**src/rtl/xbar_result_drain_pkg.sv**
```systemverilog
// Shared definitions for the crossbar result drain: default geometry of the
// multiply crossbar and the drain FSM state encoding.
package xbar_result_drain_pkg;

  localparam int bitLength       = 32;
  localparam int outputPortCount = 4;
  localparam int selectorLength  = 2;

  typedef enum logic [2:0] {
    ST_IDLE       = 3'd0,
    ST_WAIT_READY = 3'd1,
    ST_CAPTURE    = 3'd2,
    ST_PRESENT    = 3'd3,
    ST_DONE       = 3'd4
  } drain_state_e;

endpackage

```
**src/rtl/xbar_result_drain.sv**
```systemverilog
// Walks the multiply-crossbar output mux once all output multipliers report
// done, presenting each product as a valid/ready word followed by a done pulse.
module xbar_result_drain
  import xbar_result_drain_pkg::*;
#(
  parameter int PORTS = outputPortCount,
  parameter int WIDTH = bitLength,
  parameter int SEL_W = selectorLength
) (
  input  logic             i_clk,
  input  logic             i_rst,
  input  logic             i_drain_start,
  input  logic [PORTS-1:0] i_m_ready_out,
  input  logic [WIDTH-1:0] i_data_out,
  output logic [SEL_W-1:0] o_output_select,
  output logic [WIDTH-1:0] o_res_data,
  output logic [SEL_W-1:0] o_res_index,
  output logic             o_res_valid,
  input  logic             i_res_ready,
  output logic             o_busy,
  output logic             o_drain_done
);

  localparam logic [SEL_W-1:0] LAST_IDX = SEL_W'(PORTS - 1);

  drain_state_e     r_state, w_state_nxt;
  logic [SEL_W-1:0] r_idx, w_idx_nxt;
  logic [WIDTH-1:0] r_res_data;
  logic [SEL_W-1:0] r_res_index;
  logic             r_res_valid;
  logic             w_xfer;

  assign w_xfer = r_res_valid & i_res_ready;

  always_comb begin
    w_state_nxt = r_state;
    w_idx_nxt   = r_idx;
    case (r_state)
      ST_IDLE:       if (i_drain_start) w_state_nxt = ST_WAIT_READY;
      ST_WAIT_READY: begin
        if (&i_m_ready_out) begin
          w_state_nxt = ST_CAPTURE;
          w_idx_nxt   = '0;
        end
      end
      ST_CAPTURE:    w_state_nxt = ST_PRESENT;
      ST_PRESENT: begin
        if (w_xfer) begin
          if (r_idx == LAST_IDX) begin
            w_state_nxt = ST_DONE;
          end else begin
            w_idx_nxt   = r_idx + 1'b1;
            w_state_nxt = ST_CAPTURE;
          end
        end
      end
      ST_DONE: begin
        w_idx_nxt   = '0;
        w_state_nxt = ST_IDLE;
      end
      default: begin
        w_idx_nxt   = '0;
        w_state_nxt = ST_IDLE;
      end
    endcase
  end

  always_ff @(posedge i_clk) begin
    if (i_rst) begin
      r_state     <= ST_IDLE;
      r_idx       <= '0;
      r_res_data  <= '0;
      r_res_index <= '0;
      r_res_valid <= 1'b0;
    end else begin
      r_state <= w_state_nxt;
      r_idx   <= w_idx_nxt;
      // The mux already points at r_idx during CAPTURE, so dataOut is this port's product.
      if (r_state == ST_CAPTURE) begin
        r_res_data  <= i_data_out;
        r_res_index <= r_idx;
        r_res_valid <= 1'b1;
      end else if (r_state == ST_PRESENT && w_xfer) begin
        r_res_valid <= 1'b0;
      end
    end
  end

  assign o_output_select = r_idx;
  assign o_res_data      = r_res_data;
  assign o_res_index     = r_res_index;
  assign o_res_valid     = r_res_valid;
  assign o_busy          = (r_state != ST_IDLE);
  assign o_drain_done    = (r_state == ST_DONE);

endmodule

```
**config.mk**
```make
export PLATFORM = sky130hd
export DESIGN_NAME = xbar_result_drain
export DESIGN_NICKNAME = d
export VERILOG_FILES = /design/src/rtl/xbar_result_drain_pkg.sv /design/src/rtl/xbar_result_drain.sv
export SDC_FILE = /design/constraint.sdc
export NUM_CORES = 1
export LEC_CHECK = 0
export ABC_CLOCK_PERIOD_IN_PS = 1400
export CORE_MARGIN = 3
export CORE_UTILIZATION = 35
export DETAILED_ROUTE_END_ITERATION = 10
export GPL_ROUTABILITY_DRIVEN = 0
export PLACE_DENSITY = 0.82
export RECOVER_POWER = 25
export SLEW_MARGIN = 20
export SYNTH_ARGS = -nofsm -noshare
export SYNTH_HDL_FRONTEND = slang
export SYNTH_SLANG_ARGS = --single-unit
export TNS_END_PERCENT = 50
```
**constraint.sdc**
```tcl
create_clock -name i_clk -period 1.4 [get_ports i_clk]
set_input_delay 0.28 -clock i_clk [delete_from_list [all_inputs] [get_ports i_clk]]
set_output_delay 0.28 -clock i_clk [all_outputs]
set_load 0.02 [all_outputs]
```
### Word level (Yosys, flattened, before mapping)

Index checks and enable logic that the tools add are counted.

* output and inout bits: 39
* register bits: 40
* input bits: 40
* word-level logic and storage cells: 36

* mux-type cells: 11
* equal/unequal tests: 9
* $add $sub $neg: 1
* reduce and logical (&&, ||, !) cells: 8
* bitwise operators: 2

Operators with widths (number)
* 3-bit 2-to-1 mux: 4
* 3-bit case mux with 4 select lines: 1
* 2-bit != test (second input constant): 4
* 4-bit AND reduction: 2
* 3-bit by 2-bit == test with 1-bit output (second input constant): 2
* 2-bit 2-to-1 mux: 3
* 2-bit case mux with 3 select lines: 1
* 3-bit by 1-bit == test with 1-bit output (second input constant): 1
* 3-bit == test (second input constant): 1
* 3-bit logical NOT: 1
* 3-bit AND reduction: 1
* 3-bit nonzero test: 1
* 2-bit by 1-bit adder with 2-bit output (second input constant): 1
* 2-bit == test (second input constant): 1
* 1-bit 2-to-1 mux: 2
* 2-bit nonzero test: 1
* 2-bit OR reduction: 1
* 1-bit AND: 1
* 1-bit logical AND: 1
* 1-bit inverter: 1

### Depth between registers and ports, before layout

Gate-level depths: netlist of run 1.

* depth after elaboration: 4
* depth in mapped cells: 7
* gate-level depth less buffers: 4

### Worst setup path after synthesis of run 1

OpenSTA, ideal clock, no wires.

* path type: register to register
* start: reg r_idx[0], in the netlist o_output_select[0]
* end: reg r_idx[0], in the netlist o_output_select[0]
* clock period less this slack: 1.311 ns
* data required time: 1.341 ns
* arrival: 1.253 ns
* setup time: 0.059 ns
* buffers on the path: 0
* slack: 0.089 ns
* cell stages (with the launch flop): 5
* cells stage by stage: dfxtp_1 > ha_1 > nand2_1 > a311oi_1 > mux2_2

* word-level cells in the longest chain between the ends: 4
* elaborated cells between the ends (all ways): 7
* those cells by class: 1 x add/sub; 2 x eq/ne; 3 x mux; 1 x reduce/logical

RTL lines
* start, declared: line xbar_result_drain.sv:27 `logic [SEL_W-1:0] r_idx, w_idx_nxt;`
* start signal, assigned: line xbar_result_drain.sv:77 `r_idx <= w_idx_nxt;`
* 2-bit by 1-bit adder with 2-bit output: line xbar_result_drain.sv:52 `w_idx_nxt = r_idx + 1'b1;`
* 2-bit 2-to-1 mux: line xbar_result_drain.sv:49 `if (r_idx == LAST_IDX) begin`
* 2-bit 2-to-1 mux: line xbar_result_drain.sv:48 `if (w_xfer) begin`
* 2-bit case mux with 3 select lines: line xbar_result_drain.sv:38 `case (r_state)`

Parallel ways exist; a longest one is shown, timed or not. The select of a mux whose other input is x is not followed.
A chain may end at the register's enable or synchronous reset.

### Worst setup path after layout of run 1

* start: reg r_state[0]
* end: reg r_idx[0], in the netlist o_output_select[0]

* word-level cells in the longest chain between the ends: 4
* elaborated cells between the ends (all ways): 11
* those cells by class: 6 x eq/ne; 1 x mux; 1 x bitwise; 3 x reduce/logical

RTL lines
* start, declared: line xbar_result_drain.sv:26 `drain_state_e r_state, w_state_nxt;`
* start signal, assigned: line xbar_result_drain.sv:76 `r_state <= w_state_nxt;`
* 3-bit by 2-bit == test with 1-bit output / 3-bit logical NOT (equally long branches): line xbar_result_drain.sv:38
* 2-bit OR reduction (no source line)
* 1-bit inverter (no source line)
* 4-bit AND reduction (no source line)

Parallel ways exist; a longest one is shown, timed or not.

==> results of run 1 <==
==> report_power, final <==
group / leakage, nW / total (W) / internal, W / switching [W]
Clock: 0.0552 / 0.000906 / 0.000529 / 0.000377
Combinational: 0.688 / 0.000228 / 0.000147 / 0.0000814
Sequential: 0.324 / 0.00115 / 0.00115 / 0.00000582
Total: 1.07 / 0.00229 / 0.00182 / 0.000464
==> kinds of logic (layout without fill, tap and decap cells) <==
group,count (synthesis),in the layout,synth area share [%]
buf+inv,15,104,6.197
mux,1,1,0.7537
flops,40,40,53.60
fa+ha+maj,1,1,0.8374
compound gates,41,41,14.57
simple gates,85,85,24.04
==> synthesized netlist by cell type <==
library cell  instances
a2111oi_0             1
a21oi_1              36
a22o_2                1
a311oi_1              1
buf_2                 5
buf_6                 4
clkbuf_1              4
dfxtp_1              40
ha_1                  1
inv_1                 2
mux2_2                1
nand2_1              71
nand2b_4              1
nand3_1               1
nand4_1               1
nor2_1                3
nor2_2                2
nor3_1                1
nor3b_1               1
nor4_1                1
o21ai_0               2
or2_2                 1
or3_2                 1
or4_4                 1
==> metal layers <==
metal,share of wire [%],routed length (µm),track usage (%)
met5,0,0,0
met3,9.7,371,6.872
met1,42,1603,17.99
met2,47,1811,24.59
met4,0.76,29,5.010
==> final cells by class <==
cell class	instances	area, µm²
multi-input cells	128	626.9
clock buffers	6	72.57
inverters	2	7.507
fillers	394	1570
clock inverters	2	35.03
flip-flops and latches	40	804.5
well taps	50	62.56
repair buffers	94	878.3
==> final timing paths <==
path / start / endpoint / cells past startpoint / slack, ns
setup / recovery: r_state[0] / o_output_select[0] / 6 / -0.02
hold reg to reg: o_res_data[5] / o_res_data[5] / 2 / 0.45
hold / removal: o_res_data[5] / o_res_data[5] / 2 / 0.45
setup reg to reg: r_state[0] / o_output_select[0] / 6 / -0.02
==> registers in the layout, summed over array words and instances, names as in the netlist <==
signal,cells
r_state,3
o_res_data,32
o_res_valid,1
o_res_index,2
o_output_select,2
==> cell usage in the layout (no fill, tap or decap), types with 2 or more instances in the layout <==
cell type         n
a21oi_1          36
buf_4            11
buf_6             5
clkbuf_8          5
clkdlybuf4s50_1  39
dfxtp_1          37
dfxtp_2           3
dlygate4sd2_1    37
inv_1             2
nand2_1          70
nor2_1            3
o21ai_0           2
==> metrics by stage <==
stage,utilization [%],setup slack [ns]
finish,61.30,-0.02148
global route,61.30,-0.06578
CTS,59.42,-0.1181
detailed placement,58.03,-0.2881
global placement,58.03,-0.2381
floorplan,-,0.08869
==> worst reg2reg max path, stage by stage, from the launching register on <==
cell and delay (ns):
dfxtp_2 0.34, buf_6 0.10, buf_6 0.11, nand2_2 0.05, or4_4 0.50, nor2_4 0.13, mux2_4 0.14
==> timing repair <==
| action | CTS | global route |
|---|---|---|
| setup endpoints to repair | 41 | 19 |
| setup buffers | 0 | 4 |
| gates resized for setup | 47 | 15 |
| pin swaps | 0 | 3 |
==> results.json, run 1 <==
{
  "clock-sinks": 40,
  "cp_top_family": "simple AND/OR/NAND/NOR gates",
  "fmax_ghz": 0.7035,
  "place_inst": 310,
  "synthTopCellsByArea": "dfxtp_1 54%, nand2_1 18%, a21oi_1 12%",
  "port_buffers": 78,
  "gr-usage-all-layers_pct": 15.22,
  "finalHoldViolCount": 0,
  "area_growth_pct": 66.50,
  "hold_ws_ns": 0.4509,
  "path_cells": "buf_6 > buf_6 > nand2_2 > or4_4 > nor2_4 > mux2_4",
  "finalCritPeriodShare_pct": 101.5,
  "ys_ff_latch": 40,
  "final_cells": 322,
  "drc_errors": 0,
  "place_area_um2": 2355,
  "fp.dieH_um": 71.33,
  "ys_seq_area_share_pct": 53.60,
  "wl_per_cell_um": 11.85,
  "num_rows": 23,
  "grt_overflow": 0,
  "cts.clk_slew.worst_paths_ns": 0.07,
  "ant_nets": 0,
  "slew_headroom_pct": 75.57,
  "startpoint_type": "flip-flop",
  "tightest_slew_ns": 0.3664,
  "violations": "setup timing",
  "drtIter0Drc": 43,
  "io_pins": 79,
  "finalSetupTns_ns": -0.03922,
  "grt_pass1_vias": 1330,
  "vias_per_cell": 4.627,
  "postCtsHoldBufs": 0,
  "drive_above_1_share_pct": 14.34,
  "initial_core_util_pct": 36.82,
  "setup_ws_ns": -0.02148,
  "synth_top_area_share_pct": 53.60,
  "syn_nets": 224,
  "cts.path.max_buffers": 2,
  "status": "finished, violations left",
  "die_x_um": 71.33,
  "maxCapViolCount": 0,
  "finalMaxSlewViolations": 0,
  "cts_max_level": 2,
  "crit_type": "reg2reg",
  "grt_pass1_wl_mm": 6.196,
  "peakVddDrop_mv": 0.6060,
  "cp_slowest_cell": "or4_4",
  "syn_area_um2": 1494,
  "path_buf_inv": 2,
  "vias": 1490,
  "power_density_nw_per_um2": 920.0,
  "grt_max_degree": 30,
  "ys_types": 24,
  "dr.pass1.iters": 4,
  "routed_wl_mm": 3.816,
  "fin_worst_skew_ns": 0.001277,
  "leakage_nw": 1.067,
  "crit_arrival_ns": 1.66,
  "path_max_fanout": 5,
  "place_hpwl_mm": 2.750,
  "cpMostUsedCell": "buf_6",
  "crit_required_ns": 1.63,
  "nNetsFinal": 312,
  "die-area_um2": 5088,
  "synthCells": 183,
  "root_buffer": "clkbuf_8",
  "antenna_found_initial": 0,
  "rsz0062_at_grt": "yes",
  "hp-class": "reg2reg",
  "coreArea_um2": 4058,
  "insertion_delay_ns": 0.28,
  "post-route-cell-area_um2": 2487,
  "total_power_w": 0.002288,
  "synth_warnings": 0,
  "slowest_delay_ns": 0.50,
  "cts_buffers": 5,
  "end_kind": "flip-flop",
  "finalSetupViolations": 2,
  "period_needed_ns": 1.421,
  "antenna_cells": 0,
  "synth_largest_area_cell": "dfxtp_1",
  "syn_area_per_cell_um2": 8.164,
  "tritoncts": "yes"
}
No activity file was read; power rests on OpenSTA's default activity.
==> inputs of run 2 (changes only) <==
- RECOVER_POWER: 25 -> 50
==> results of run 2 <==
No change in the layout: final DEF, timing and power equal those of run 1.
==> inputs of run 3 (changes only) <==
- CELL_PAD_IN_SITES_DETAIL_PLACEMENT: not set -> 0
- CELL_PAD_IN_SITES_GLOBAL_PLACEMENT: not set -> 1
- CORE_UTILIZATION: 35 -> 24
- PLACE_DENSITY: 0.82 -> not set
- PLACE_DENSITY_LB_ADDON: not set -> 0.1
==> run 3 against run 2 <==
Against the previous run:
- the flow now finishes without violations
- setup slack better by 0.023 ns
- fmax increased by 1.6%
- via count down 0.67%
- largest cell class unchanged
- highest routed layer unchanged
==> results.json, run 3 (synthesis results as in run 1) <==
{
  "rr_endpoint": "o_output_select[0]",
  "peakVddDrop_mv": 0.3552,
  "root_buffer": "clkbuf_8",
  "cp.depth": 2,
  "die_x_um": 84.90,
  "cp_slowest_cell": "or3_4",
  "cts_max_level": 2,
  "fmax_ghz": 0.7150,
  "post-route-cell-area_um2": 2511,
  "drtIter0Drc": 31,
  "grt_max_degree": 31,
  "end_kind": "output port",
  "path_max_fanout": 3,
  "leakage_nw": 1.068,
  "reg2regPathDepth": 5,
  "power_density_nw_per_um2": 953.3,
  "cts.path.max_buffers": 2,
  "cp_top_family": "simple AND/OR/NAND/NOR gates",
  "final_cells": 344,
  "antenna_found_initial": 0,
  "fin_worst_skew_ns": 0.008970,
  "tritoncts": "yes",
  "port_buffers": 78,
  "grt_pass1_vias": 1413,
  "min_to": "r_state[2]",
  "maxCapViolCount": 0,
  "drive_above_1_share_pct": 13.38,
  "largest_reg_flops": 32,
  "ant_nets": 0,
  "rrSetupSlack_ns": 0.04,
  "status": "complete, no violations",
  "place_hpwl_mm": 2.877,
  "routed_wl_mm": 4.125,
  "grt_overflow": 0,
  "finalHoldViolCount": 0,
  "gr-usage-all-layers_pct": 11.82,
  "finalSetupViolations": 0,
  "antenna_cells": 0,
  "path_cells": "or3_4 > buf_6",
  "die-area_um2": 7207,
  "hp-class": "in2reg",
  "nNetsFinal": 309,
  "io_pins": 79,
  "path_buf_inv": 1,
  "cts_buffers": 5,
  "num_rows": 28,
  "grt_pass1_wl_mm": 6.796,
  "drc_errors": 0,
  "place_inst": 335,
  "worst_hold_startpoint": "i_res_ready",
  "clock-sinks": 40,
  "vias": 1480,
  "startpoint_type": "flip-flop",
  "fp.dieH_um": 84.90,
  "tightest_slew_ns": 0.3932,
  "layout_commonest_cell": "nand2_1",
  "initial_core_util_pct": 24.94,
  "period_needed_ns": 1.399,
  "slowest_delay_ns": 0.37,
  "place_area_um2": 2399,
  "crit_type": "reg2out",
  "finalMaxSlewViolations": 0,
  "cts.clk_slew.worst_paths_ns": 0.07,
  "area_growth_pct": 68.09,
  "vias_per_cell": 4.302,
  "rsz0062_at_grt": "yes",
  "dr.pass1.iters": 4,
  "reg2reg_from": "r_state[2]",
  "crit_arrival_ns": 1.12,
  "hold_path_depth": 4,
  "slew_headroom_pct": 73.11,
  "finalCritPeriodShare_pct": 99.90,
  "crit_required_ns": 1.12,
  "coreArea_um2": 5991,
  "insertion_delay_ns": 0.29,
  "layout_common_cells": "70 x nand2_1, 38 x clkdlybuf4s50_1, 37 x dfxtp_1, 37 x dlygate4sd2_1, 36 x a21oi_1",
  "wl_per_cell_um": 11.99
}
run 3: worst max-delay path by stage:
stage,startpoint,to,slack [ns]
after global placement,i_res_ready,o_output_select[0],-0.26
after floorplan,o_output_select[0],o_output_select[0],0.09
after global routing,r_state[2],o_busy,-0.04
final,r_state[2],o_busy,0.001
after CTS,r_state[2],o_busy,-0.14
after detailed placement,i_res_ready,o_output_select[0],-0.27
run 3: repair_timing:
action,in CTS,in global routing
setup endpoints to repair,41,32
pin swaps,0,4
hold endpoints to repair,0,0
gates resized for setup,49,13
hold buffers,0,0
setup buffers,0,1
run 3: layout make-up:
cell class	count	area, µm²
clock inverters	1	30.03
clock buffers	7	96.34
inverters	2	7.507
well taps	75	93.84
fillers	632	3480
multi-input cells	128	625.6
repair buffers	91	853.3
flip-flops and latches	40	804.5
run 3: layer usage:
layer,global-route usage (%),vias to the layer above,wire [µm]
met5,0,-,0
met4,4.748,0,66
met3,5.243,7,373
met2,17.79,53,1767
met1,14.83,656,1917
li1,-,764,-
run 3: worst register-to-register path, stage by stage, from the launching register on:
cell,delay (ns)
dfxtp_2,0.33
buf_4,0.14
nand2b_4,0.15
or4_4,0.44
nor2_4,0.12
mux2_2,0.14
run 3: through the flow:
stage	power (W)	utilization, %	hold WS (ns)	setup WS (ns)	setup TNS [ns]
floorplan	0.001242	-	0.4160	0.08869	0
global route	0.002507	41.92	0.4303	-0.04164	-0.07345
finish	0.002394	41.92	0.4072	0.001427	0
global placement	0.001396	40.04	0.4412	-0.2563	-4.848
CTS	0.002443	41.40	0.4546	-0.1353	-0.1360
detailed placement	0.001394	40.04	0.4457	-0.2715	-4.612
run 3: report_power, final:
group	switching (W)	internal [W]
Combinational	0.0000783	0.000138
Sequential	0.00000668	0.00115
Clock	0.000394	0.000629
